--- src/rtl/alu_arbiter.sv ---
// alu_arbiter: round-robin arbiter sharing one registered ALU between two requesters
module alu_arbiter #(
    parameter int WIDTH  = 32,
    parameter int FUNC_W = 4
) (
    input  logic              clock,
    input  logic              reset_n,
    input  logic [1:0]        req_valid,
    output logic [1:0]        req_ready,
    input  logic [FUNC_W-1:0] req_func0,
    input  logic [FUNC_W-1:0] req_func1,
    input  logic [WIDTH-1:0]  req_a0,
    input  logic [WIDTH-1:0]  req_b0,
    input  logic [WIDTH-1:0]  req_a1,
    input  logic [WIDTH-1:0]  req_b1,
    output logic [1:0]        rsp_valid,
    input  logic [1:0]        rsp_ready,
    output logic [WIDTH-1:0]  rsp_res,
    output logic              alu_enable,
    output logic [FUNC_W-1:0] alu_func,
    output logic [WIDTH-1:0]  alu_a,
    output logic [WIDTH-1:0]  alu_b,
    input  logic [WIDTH-1:0]  alu_res,
    output logic              busy
);
    localparam logic [0:0] IDLE = 1'b0;
    localparam logic [0:0] RESP = 1'b1;
    logic [0:0] state_q, state_d;
    logic       prio_q, prio_d;
    logic       owner_q, owner_d;
    logic       resp, drain, grant, go, issue;
    // grant selection, ALU drive, response routing and next-state decode
    always_comb begin
        resp       = state_q == RESP;
        drain      = resp & rsp_ready[owner_q];
        grant      = &req_valid ? prio_q : req_valid[1];
        go         = (~resp | drain) & (|req_valid);
        issue      = go & reset_n;
        req_ready  = issue ? (grant ? 2'b10 : 2'b01) : 2'b00;
        alu_enable = issue;
        alu_func   = issue ? (grant ? req_func1 : req_func0) : '0;
        alu_a      = issue ? (grant ? req_a1 : req_a0) : '0;
        alu_b      = issue ? (grant ? req_b1 : req_b0) : '0;
        rsp_valid  = resp ? (owner_q ? 2'b10 : 2'b01) : 2'b00;
        rsp_res    = resp ? alu_res : '0;
        busy       = resp;
        state_d    = go ? RESP : (drain ? IDLE : state_q);
        owner_d    = go ? grant : owner_q;
        prio_d     = go ? ~grant : prio_q;
    end
    // state, round-robin pointer and result owner registers
    always_ff @(posedge clock or negedge reset_n) begin
        if (!reset_n) begin
            state_q <= IDLE;
            prio_q  <= 1'b0;
            owner_q <= 1'b0;
        end else begin
            state_q <= state_d;
            prio_q  <= prio_d;
            owner_q <= owner_d;
        end
    end
endmodule
--- config.mk ---
export PLATFORM = sky130hd
export DESIGN_NAME = alu_arbiter
export DESIGN_NICKNAME = d
export VERILOG_FILES = /design/src/rtl/alu_arbiter.sv
export SDC_FILE = /design/constraint.sdc
export NUM_CORES = 1
export LEC_CHECK = 0
export ABC_AREA = 0
export BUFFER_PORTS_ARGS = -buffer_cell sky130_fd_sc_hd__buf_2
export CORE_AREA = 8 8 102 104
export CTS_BUF_LIST = sky130_fd_sc_hd__clkbuf_4 sky130_fd_sc_hd__clkbuf_8 sky130_fd_sc_hd__clkbuf_16
export DETAILED_ROUTE_END_ITERATION = 6
export DIE_AREA = 0 0 110 112
export GPL_ROUTABILITY_DRIVEN = 1
export HOLD_SLACK_MARGIN = 0.12
export SLEW_MARGIN = 30
export SYNTH_ARGS = -nofsm -noshare
export SYNTH_HDL_FRONTEND = slang
export SYNTH_SLANG_ARGS = --single-unit
--- constraint.sdc ---
create_clock -name clock -period 2.5 [get_ports clock]
set_clock_uncertainty 0.1 [all_clocks]
set_input_delay 0.5 -clock clock [delete_from_list [all_inputs] [get_ports clock]]
set_output_delay 0.5 -clock clock [all_outputs]
set_load 0.05 [all_outputs]
==> impl_metrics.toml <==
[cts]
worstSkewPairLatency_ns = 0.22
cts.repair_timing.setup_buffer_count = 0
cts_tree = "done"
cts_max_level = 1
root_buffer = "clkbuf_8"
total_of_hold_buffers_inserted_after_clock_tree_synthesis = 1
clock_tree.buffer_depth = 2
tritoncts.num_buffers = 3
tritoncts_num_sinks = 3
worst_setup_hold_path_clk_slew_ns = 0.03
cts_resized = 0

[global_route]
first_pass_grt_wire_length_um = 16100
grt-ovfl-total = 0
grt_max_degree = 42
grtUsageTotal_pct = 15.5
grt_use_met2_pct = 28.7
vias_in_the_first_global_route = 3266
gr-usage-met1_pct = 17.0
grt_busiest_layer = "met2"
globalRouteMet3Util_pct = 3.93
grt_antenna_before_repair = 0

[placement]
hpwl_um = 8590
routabilityCongestion = 0.827
detailedPlace.worstSlack_ns = 0.150
port-buffer-count = 279

[routing]
dr_total_vias = 3207
avgRoutedWirePerCell_um = 15.8
viasPerCell = 4.81
drtIter0Drc = 262
postRouteAntennaNets = 0
drc_errors = 0
drt-total-wl_um = 10500
drt-pass1-iter-count = 4

[power]
power.density_nw_per_um2 = 499
power_leakage_nw = 1.76
vdd.ir_drop.worst_v = 0.000270

[finish]
insertedDiodeCount = 0
final_cell_mix = "buf_2, nand3_1, o21ai_0, a21oi_1, and2_1"
area.growth.synth_to_final_pct = 103
mostFrequentLayoutCell = "buf_2"
layout.nets = 731
finalCoreUtilization_pct = 36.4
post_route_cells_drive_above_1_share_pct = 55.6

[timing]
drv_slew = 0
setup_slack_ns = 0.144
unrepaired_setup_endpoints_after_global_routing = "no"
timing.setup.tns_ns = 0
setup_viol_count_final = 0
hold_violations = 0
slew_headroom_pct = 75.2
max_freq_mhz = 424
final.period_utilization_pct = 94.2
layout_min_cycle_time_ns = 2.36
timing_worst_slew_pin_value_ns = 0.371

[die]
die_footprint_sq_um = 12300
core_sq_um = 8890
die_y_um = 112
floorplan.io_pins = 280
cell_rows = 35
die-width_um = 110
starting_density_pct = 17.9

[hold_path]
timing.hold.worst.class = "reg2reg"
hold-path-cell-count = 1
min_from = "prio_q"

[setup_path]
critPathArrivalTime_ns = 1.76
critical_path_depth = 5
crit_path_max_fanout = 34
cp.required_ns = 1.90
crit_path_top_delay_cell = "dfrtp_1"
worstReg2RegStart = "owner_q"
critical_path.top_delay_family = "buffers and inverters"
worst_setup_path_startpoint = "owner_q"
critical_path.n_buffers_inverters = 2
cp-start-kind = "register"
cp_slowest_stage_delay_ns = 0.40
worstSetupEndpointType = "output pin"
reg2reg_depth = 3
crit_type = "reg2out"
crit_chain = "mux2_2 > o21ai_4 > buf_12 > a21oi_1 > buf_2"

[run_status]
outcome = "complete, no violations"

[synthesis]
synth.yosys.warnings = 0
syn-mean-instance-area_sq_um = 5.30
synthesis.area_sq_um = 1590
synth_cell_type_count = 21
ys_seq_elements = 3
synth.net_count = 475
ys_seq_area_share_pct = 4.71
number_of_cells_produced_by_synthesis = 301

[run]
maxCapViolCount = 0
[metrics by stage]
stage,instance area [sq um],instances,power (W),hold WS (ns)
2_1_floorplan,1630,301,0.00105,0.104
3_3_place_gp,3180,662,0.00146,0.206
3_5_place_dp,3180,662,0.00147,0.211
4_1_cts,3240,667,0.00163,0.412
5_1_grt,3240,667,0.00172,0.437
6_report,3240,667,0.00162,0.408
[synth_stat cells, drive strengths merged]
cell type	count	area (sq um)
o21ai	70	354
a21oi	69	345
nand3	68	340
and2	33	206
clkbuf	29	110
buf	11	55.1
nand2b	5	31.3
dfrtp	3	75.1
inv	3	11.3
a31oi	2	12.5
nor2	2	7.51
a22o	1	8.76
and2b	1	7.51
mux2	1	11.3
nand2	1	3.75
o21a	1	7.51
or2	1	6.26
[metal layers]
layer  vias to the layer above  part of all wire, %
met5                         -                    0
met4                         0                 0.97
met3                         8                  9.9
met2                       159                   51
met1                      1452                   38
li1                       1588                    -
[worst paths after layout]
kind,endpoint,slack [ns]
worst min register to register,prio_q,0.41
min in group asynchronous,busy,0.55
max in group asynchronous,prio_q,1.59
worst min-delay path,prio_q,0.41
worst max-delay path,alu_b[4],0.14
worst max register to register,prio_q,1.09
[cells by family (layout without fill, tap and decap cells)]
family                 count (synthesis)  count (layout)  share of synthesized area (%)
AO/OA/AOI/OAI                        143             143                           45.7
AND/OR/NAND/NOR                      111             111                           37.8
buffers and inverters                 43             298                           11.1
flip-flops                             3               3                           4.71
multiplexers                           1               1                          0.706
[flip-flops by register name, indices dropped and copies added, names as in the netlist]
| register | flops |
|---|---|
| prio_q | 1 |
| owner_q | 1 |
| busy | 1 |
[layout make-up]
cell class,count,area [sq um]
clock buffers,4,48.8
fillers,973,5650
inverters,3,11.3
multi-input cells,255,1390
flip-flops and latches,3,75.1
well taps,111,139
repair buffers,291,1580
[power breakdown]
part	switching [W]	internal [W]	total, W
Clock	0.0000319	0.000120	0.000152
Combinational	0.000991	0.000401	0.00139
Sequential	0.0000112	0.0000618	0.0000730
Total	0.00103	0.000582	0.00162
Note: power is estimated with default switching activity, not from simulation.
